[src/rtl/fetch_sequencer_pkg.sv]
// Shared types and defaults for the instruction fetch sequencer.
package fetch_sequencer_pkg;

    localparam int              PC_W          = 32;
    localparam logic [PC_W-1:0] DEF_RESET_VEC = 32'h0000_0000;
    localparam logic [PC_W-1:0] DEF_HALT_WORD = 32'hFFFF_FFFF;
    localparam int              DEF_PC_STEP   = 4;

    typedef enum logic [1:0] {
        ST_IDLE,
        ST_FETCH,
        ST_PRESENT,
        ST_HALT
    } fs_state_e;

endpackage

[src/rtl/fetch_redirect_sel.sv]
// Next-PC selection and the pending-redirect register; a live redirect beats a
// pending one, which beats sequential stepping.
module fetch_redirect_sel
    import fetch_sequencer_pkg::*;
#(
    parameter int PC_STEP = DEF_PC_STEP
) (
    input  logic            clk_i,
    input  logic            clr_n_i,
    input  logic            jmp_i,
    input  logic [PC_W-1:0] jmp_target_i,
    input  logic            br_taken_i,
    input  logic [PC_W-1:0] br_target_i,
    input  logic [PC_W-1:0] pc_i,
    input  logic            latch_i,
    input  logic            consume_i,
    output logic            redir_o,
    output logic [PC_W-1:0] redir_pc_o,
    output logic            pend_vld_o,
    output logic [PC_W-1:0] next_pc_o
);

    logic            pend_vld_q, pend_vld_d;
    logic [PC_W-1:0] pend_pc_q, pend_pc_d;
    logic [PC_W-1:0] now_tgt;

    always_comb begin
        now_tgt    = jmp_i ? jmp_target_i : br_target_i;
        redir_o    = jmp_i | br_taken_i;
        redir_pc_o = redir_o ? now_tgt : pend_pc_q;
        next_pc_o  = (redir_o || pend_vld_q) ? redir_pc_o : pc_i + PC_W'(PC_STEP);
        pend_vld_o = pend_vld_q;
    end

    always_comb begin
        pend_vld_d = pend_vld_q;
        pend_pc_d  = pend_pc_q;
        if (consume_i) begin
            pend_vld_d = 1'b0;
        end else if (latch_i && redir_o) begin
            // a later redirect simply overwrites an earlier pending one
            pend_vld_d = 1'b1;
            pend_pc_d  = now_tgt;
        end
    end

    always_ff @(posedge clk_i or negedge clr_n_i) begin
        if (!clr_n_i) begin
            pend_vld_q <= 1'b0;
            pend_pc_q  <= '0;
        end else begin
            pend_vld_q <= pend_vld_d;
            pend_pc_q  <= pend_pc_d;
        end
    end

endmodule

[src/rtl/fetch_sequencer.sv]
// Single-outstanding instruction fetch FSM: request, present to decode, step or
// redirect the PC, and stop for good on the halt word.
module fetch_sequencer
    import fetch_sequencer_pkg::*;
#(
    parameter logic [PC_W-1:0] RESET_VEC = DEF_RESET_VEC,
    parameter int              PC_STEP   = DEF_PC_STEP,
    parameter logic [PC_W-1:0] HALT_WORD = DEF_HALT_WORD
) (
    input  logic            clk,
    input  logic            clr_n,
    input  logic            run,
    input  logic            br_taken,
    input  logic [PC_W-1:0] br_target,
    input  logic            jmp,
    input  logic [PC_W-1:0] jmp_target,
    output logic            imem_req,
    output logic [PC_W-1:0] imem_addr,
    input  logic            imem_ack,
    input  logic [PC_W-1:0] imem_rdata,
    output logic [PC_W-1:0] instr,
    output logic            instr_valid,
    input  logic            instr_ready,
    output logic [PC_W-1:0] pc_q,
    output logic            halted
);

    fs_state_e       state_q, state_d;
    logic [PC_W-1:0] pc_d;
    logic [PC_W-1:0] instr_q, instr_d;
    logic            gap_q, gap_d;
    logic            redir, pend_vld, latch_en, consume;
    logic [PC_W-1:0] redir_pc, next_pc;

    fetch_redirect_sel #(.PC_STEP(PC_STEP)) u_sel (
        .clk_i        (clk),
        .clr_n_i      (clr_n),
        .jmp_i        (jmp),
        .jmp_target_i (jmp_target),
        .br_taken_i   (br_taken),
        .br_target_i  (br_target),
        .pc_i         (pc_q),
        .latch_i      (latch_en),
        .consume_i    (consume),
        .redir_o      (redir),
        .redir_pc_o   (redir_pc),
        .pend_vld_o   (pend_vld),
        .next_pc_o    (next_pc)
    );

    assign imem_addr = pc_q;
    assign instr     = instr_q;

    always_comb begin
        state_d     = state_q;
        pc_d        = pc_q;
        instr_d     = instr_q;
        gap_d       = 1'b0;
        latch_en    = 1'b0;
        consume     = 1'b0;
        imem_req    = 1'b0;
        instr_valid = 1'b0;
        halted      = 1'b0;
        case (state_q)
            ST_IDLE: begin
                if (redir) pc_d = redir_pc;
                if (run)   state_d = ST_FETCH;
            end
            ST_FETCH: begin
                if (gap_q) begin
                    // no request outstanding in the gap cycle, so retarget directly
                    if (redir) pc_d = redir_pc;
                end else begin
                    imem_req = 1'b1;
                    if (imem_ack) begin
                        consume = 1'b1;
                        if (redir || pend_vld) begin
                            pc_d  = redir_pc;
                            gap_d = 1'b1;
                        end else begin
                            instr_d = imem_rdata;
                            state_d = ST_PRESENT;
                        end
                    end else begin
                        latch_en = 1'b1;
                    end
                end
            end
            ST_PRESENT: begin
                instr_valid = 1'b1;
                if (instr_ready) begin
                    if (instr_q == HALT_WORD) begin
                        state_d = ST_HALT;
                    end else begin
                        consume = 1'b1;
                        pc_d    = next_pc;
                        state_d = run ? ST_FETCH : ST_IDLE;
                    end
                end else begin
                    latch_en = 1'b1;
                end
            end
            ST_HALT: halted = 1'b1;
            default: state_d = ST_IDLE;
        endcase
    end

    always_ff @(posedge clk or negedge clr_n) begin
        if (!clr_n) begin
            state_q <= ST_IDLE;
            pc_q    <= RESET_VEC;
            instr_q <= '0;
            gap_q   <= 1'b0;
        end else begin
            state_q <= state_d;
            pc_q    <= pc_d;
            instr_q <= instr_d;
            gap_q   <= gap_d;
        end
    end

endmodule

[config.mk]
export PLATFORM = sky130hd
export DESIGN_NAME = fetch_sequencer
export DESIGN_NICKNAME = d
export VERILOG_FILES = /design/src/rtl/fetch_sequencer_pkg.sv /design/src/rtl/fetch_redirect_sel.sv /design/src/rtl/fetch_sequencer.sv
export SDC_FILE = /design/constraint.sdc
export NUM_CORES = 1
export LEC_CHECK = 0
export ABC_AREA = 0
export BUFFER_PORTS_ARGS = -buffer_cell sky130_fd_sc_hd__buf_2
export CAP_MARGIN = 20
export CORE_MARGIN = 3
export CORE_UTILIZATION = 45
export CTS_CLUSTER_DIAMETER = 80
export DETAILED_ROUTE_END_ITERATION = 12
export PLACE_DENSITY = 0.84
export SLEW_MARGIN = 10
export SYNTH_ARGS = -nofsm -noshare
export SYNTH_HDL_FRONTEND = slang
export SYNTH_SLANG_ARGS = --single-unit
[constraint.sdc]
create_clock -name clk -period 4.4 [get_ports clk]
set_clock_uncertainty 0.15 [all_clocks]
set_input_delay 0.44 -clock clk [delete_from_list [all_inputs] [get_ports clk]]
set_output_delay 0.44 -clock clk [all_outputs]
set_load 0.02 [all_outputs]
Yosys cells after proc, flatten, opt, wreduce, memory -nomap -nowiden
Cells that the tools add are included.
- $add $sub $neg: 1
- multipliers: 0
- div/mod/pow operators: 0
- $lt $le $gt $ge: 0
- equal/unequal tests: 12
- shift operators: 0
- muxes and demuxes: 37
- bitwise operators: 4
- reduce and logical (&&, ||, !) cells: 9
- operators with widths (cell ; count):
    2-to-1 mux 32 bit ; 9
    case mux 32 bit (3 select lines) ; 1
    adder 32 x 3 -> 32 bit (second input constant) ; 1
    == test 32 bit (second input constant) ; 1
    2-to-1 mux 1 bit ; 18
    2-to-1 mux 2 bit ; 6
    != test 2 bit (second input constant) ; 6
    != test 3 bit (second input constant) ; 2
    case mux 2 bit (3 select lines) ; 1
    AND reduction 6 bit ; 1
    AND reduction 5 bit ; 1
    == test 2 bit (second input constant) ; 2
    case mux 1 bit (2 select lines) ; 2
    AND reduction 4 bit ; 1
    NOT 1 bit ; 3
    nonzero test 3 bit ; 1
    == test 2 x 1 -> 1 bit (second input constant) ; 1
    zero test 2 bit ; 1
    AND reduction 2 bit ; 1
    nonzero test 2 bit ; 1
    logical AND 1 bit ; 1
    logical OR 1 bit ; 1
    OR 1 bit ; 1
- register bits: 100
- bits in latches: 0
- RAM bits: 0
- ROM bits: 0
- bits of input ports: 103
- output and inout bits: 99
- word-level logic and storage cells: 69
- memories: 0

Longest topological paths before layout
- depth in word-level cells: 6
- mapped depth: 11
- depth with buffers taken out: 8

Modules after synthesis
From an unflattened synthesis, not the netlist that was laid out.
- cell total of the unflattened synthesis: 741
- area total of the unflattened synthesis: 6912.9 µm²
- modules (own cells, without submodules) (module ; times used ; cells each ; area each (µm²) ; sequential area each (µm²)):
    fetch_sequencer ; 1 ; 327 ; 3853.7 ; 1676.6
    fetch_redirect_sel ; 1 ; 414 ; 3059.2 ; 825.8

Least setup slack after synthesis
No wires, ideal clock.
- path kind: reg2reg
- start point: register state_q[0]
- end point: register pc_q[3], in the netlist imem_addr[3]
- setup time: 0.143 ns
- data arrival time: 2.121 ns
- data required time: 4.107 ns
- setup slack: 1.986 ns
- stages on the path, launching flop included: 10
- path buffers: 2
- clock period less this slack: 2.414 ns
- path through: dfrtp_1 > inv_1 > ha_1 > clkbuf_1 > or3b_2 > o21ai_2 > buf_2 > nor2_1 > a221oi_1 > o21ai_0
- cells in the longest elaborated chain, start to end: 3
- elaborated cells on any way between the ends: 10
- classes of those cells: 6 x eq/ne; 1 x mux; 3 x reduce/logical
- RTL lines (item ; RTL line ; RTL):
    from (decl) ; fetch_sequencer.sv:28 ; fs_state_e state_q, state_d;
    from (signal assigned) ; fetch_sequencer.sv:115 ; state_q <= state_d;
    == test 2 x 1 -> 1 bit (tied with other cells) ; fetch_sequencer.sv:64 ; case (state_q)
    != test 3 bit (no source line) (tied with other cells) ; n/a ;
    AND reduction 5 bit (no source line) ; n/a ;
    to (signal assigned) ; fetch_sequencer.sv:116 ; pc_q <= pc_d;
    to (decl) ; fetch_sequencer.sv:24 ; output logic [PC_W-1:0] pc_q,
Several ways; a longest one is shown, not always the timed one.
A chain may end at the register's enable or synchronous reset.

Worst setup path after layout
- start point: register state_q[0]
- end point: register pc_q[18], in the netlist imem_addr[18]
Same word-level chain as after synthesis.

==> run_results.csv <==
group,metric,value,unit
detailed_routing,drc,0,
detailed_routing,routed_wl,16.0,mm
critical_path,crit_fanout,29,
clock_tree,clock_sinks,100,
synthesis,synth_edf_count,0,
critical_path,rrSetupSlack,1.53,ns
sta,finalWorstSetupSlack,1.53,ns
synthesis,synth_flop_cell,"dfrtp_1",
min_path,hp-class,"primary input to async pin",
floorplanning,rows,40,
detailed_routing,ant_nets,0,
global_route,grt_pass1_vias,5054,
synthesis,synth_top_area_share,43.9,%
global_route,grt_max_degree,68,
clock_tree,htreeDepth,3,
floorplanning,coreArea,0.0122,mm^2
detailed_routing,dr_total_vias,5235,
critical_path,startpoint_type,"flop",
synthesis,syn_inst,580,
clock_tree,clockBufferDepth,2,
critical_path,cp.required,4.52,ns
global_route,grt_usage,22.3,%
clock_tree,cts_tree,"yes",
clock_tree,ctsResizeCount,0,
critical_path,r2r_cells,8,
critical_path,critPathArrivalTime,2.98,ns
power_and_ir_drop,leakage,3.55,nW
cells_and_area,area_growth_syn_to_layout,22.5,%
critical_path,timing.rr.start,"state_q[0]",
sta,period_minus_slack,2.87,ns
sta,hold_viol,0,
synthesis,syn-cell-area,0.00570,mm^2
synthesis,ys_warn_count,0,
placed_design,gp_congestion,0.864,
sta,setup-violations-final,0,
placed_design,place_ws,1.14,ns
detailed_routing,drtIter0Drc,475,
floorplanning,start_util,46.7,%
synthesis,yosys_register_bits,100,
synthesis,synth_nets,688,
clock_tree,root_buffer,"clkbuf_16",
floorplanning,die_h,119,um
power_and_ir_drop,p_per_area,295,mW/mm^2
sta,maxSlewViolCount,0,
clock_tree,cts_hold_buf,0,
clock_tree,clock_latency,0.35,ns
floorplanning,ios,202,
synthesis,async_reset_ff_share,100,%
global_route,grt_pass1_wl,25.6,mm
cells_and_area,fill_cells,1097,
sta,slew_headroom,32.9,%
detailed_routing,dr.pass1.iters,7,
sta,worstMarginPinSlew,1.01,ns
flow_run,cap_violations,0,
critical_path,criticalPathCategory,"flop to flop",
synthesis,ys_top_cells_by_area,"dfrtp_1, mux2_2, o21ai_0",
clock_tree,post_cts_buffers,0,
clock_tree,numCtsBuffers,9,
synthesis,avgSynthCellArea,9.83,um^2
clock_tree,clk_pin_slew_worst_paths,0.07,ns
detailed_routing,wire_per_inst,17.6,um
placed_design,dp.final_hpwl,11.3,mm
floorplanning,die_w,119,um
synthesis,yosys.area.top_type,"dfrtp_1",
detailed_routing,vias_per_cell,5.75,
sta,rsz0062_at_grt,"false",
global_route,overflow,0,
cells_and_area,register_area,0.00250,mm^2
cells_and_area,multiInputGateArea,0.00280,mm^2
synthesis,synthDistinctLibCells,67,
outcome,status,"finished, final reports clean",
power_and_ir_drop,peakVddDrop,0.279,mV
sta,finalCritPeriodShare,65.2,%
floorplanning,dieArea,0.0141,mm^2
sta,fmax,349,MHz
synthesis,ys_seq_area_share,43.9,%
placed_design,port_buffers,201,
cells_and_area,layout-drive-gt1-share,40.4,%
cells_and_area,nets,844,
critical_path,end_kind,"flop",
critical_path,r2r-end,"imem_addr[18]",
global_route,antenna_found_initial,1,
sta,setup-tns-final,0,ns
==> worst max path at each step <==
stage                           from            end  slack (ns)
final                     state_q[0]  imem_addr[18]        1.53
after detailed placement         jmp  imem_addr[18]        1.14
after global routing      state_q[0]  imem_addr[18]        1.37
after floorplan           state_q[0]   imem_addr[3]        1.99
after global placement           jmp  imem_addr[18]        1.21
after CTS                        jmp  imem_addr[18]        1.50
==> cell usage after synthesis, types with 2 or more instances <==
library cell    n
a21oi_1        22
and3_1          4
nor4_1          5
a41o_1          2
mux2i_1        24
nand3_2         2
nor2_1         32
a21bo_2         2
a221oi_1       12
o2bb2ai_1       4
a41oi_1         2
o21ai_0        75
o32ai_1         3
inv_1          11
a21boi_0        2
ha_1            5
a22oi_1         2
nor3_2          2
o22ai_1         4
buf_4          32
dfrtp_1       100
nor3b_1         3
a31oi_1        13
nor3_1          8
o21ai_1         4
buf_2          15
nor2_4          2
clkbuf_1       15
a222oi_1        3
nand3_1         9
mux2_2         53
nand2_1        52
and2_1          4
o31a_1          2
nor2b_1         5
o31ai_1         4
nand4_1        11
==> cell families (layout without fill, tap and decap cells) <==
| family | count (synthesis) | count (layout) | share of synthesized area [%] |
|---|---|---|---|
| AO/OA/AOI/OAI | 169 | 169 | 18.8 |
| AND/OR/NAND/NOR | 155 | 155 | 14.2 |
| adder cells (fa/ha/maj) | 5 | 5 | 1.10 |
| buffers and inverters | 74 | 235 | 7.33 |
| flip-flops | 100 | 100 | 43.9 |
| other | 0 | 1 | 0 |
| multiplexers | 77 | 77 | 14.7 |
==> layout make-up <==
type | count | share of cell area, %
Multi-Input combinational cell | 406 | 40.0
Clock buffer | 11 | 3.48
Inverter | 11 | 0.591
Timing Repair Buffer | 208 | 15.5
Clock inverter | 5 | 1.54
Antenna cell | 1 | 0.0358
Tap cell | 168 | 3.01
Sequential cell | 100 | 35.8
==> sequential cells by signal, indices dropped and copies added, names as in the netlist <==
name,flops
imem_addr,32
instr,32
u_sel.pend_pc_q,32
state_q,2
u_sel.pend_vld_o,1
gap_q,1
==> per-layer routing <==
metal | track usage, % | wire [um] | up-vias
li1 | - | - | 2424
met4 | 6.73 | 255 | 0
met1 | 27.6 | 6300 | 2534
met5 | 0 | 0 | -
met2 | 39.0 | 8240 | 250
met3 | 4.93 | 1210 | 27
==> cells in the final DEF (no fill, tap or decap), types with 4 or more instances in the layout <==
cell,n
mux2i_1,24
inv_1,11
o2bb2ai_1,4
dfrtp_1,100
nand2_1,52
nand3_1,9
buf_2,200
and3_1,4
nor2b_1,5
nand4_1,11
o22ai_1,4
o21ai_1,4
o31ai_1,4
mux2_2,53
a31oi_1,13
ha_1,5
clkbuf_16,9
buf_4,6
nor3_1,8
nor2_1,31
a21oi_1,22
and2_1,4
nor4_1,5
o21ai_0,74
a221oi_1,12
==> critical path: stages (launching register included) <==
cell and delay (ns):
dfrtp_1 0.40, inv_1 0.11, ha_1 0.40, and2_1 0.21, o211a_1 0.82, a221oi_1 0.27
o31ai_1 0.13, a21oi_1 0.10, a41oi_1 0.18
==> metrics by stage <==
| step | total power, mW | hold WS, ns | instances | cell area [um^2] | utilization (%) |
|---|---|---|---|---|---|
| floorplan | 1.06 | -0.00559 | 580 | 5700 | - |
| global placement | 1.14 | 0.312 | 891 | 6600 | 54.0 |
| detailed placement | 1.15 | 0.322 | 891 | 6600 | 54.0 |
| CTS | 2.07 | 0.0756 | 907 | 6950 | 56.9 |
| global route | 2.13 | 0.113 | 910 | 6980 | 57.2 |
| finish | 2.06 | 0.0373 | 910 | 6980 | 57.2 |
==> power breakdown <==
group | internal, mW | leakage (nW) | switching [mW]
combinational | 0.0843 | 2.01 | 0.109
sequential | 0.926 | 1.37 | 0.0155
clock | 0.575 | 0.170 | 0.350
Power figures use the tool's default switching activity.
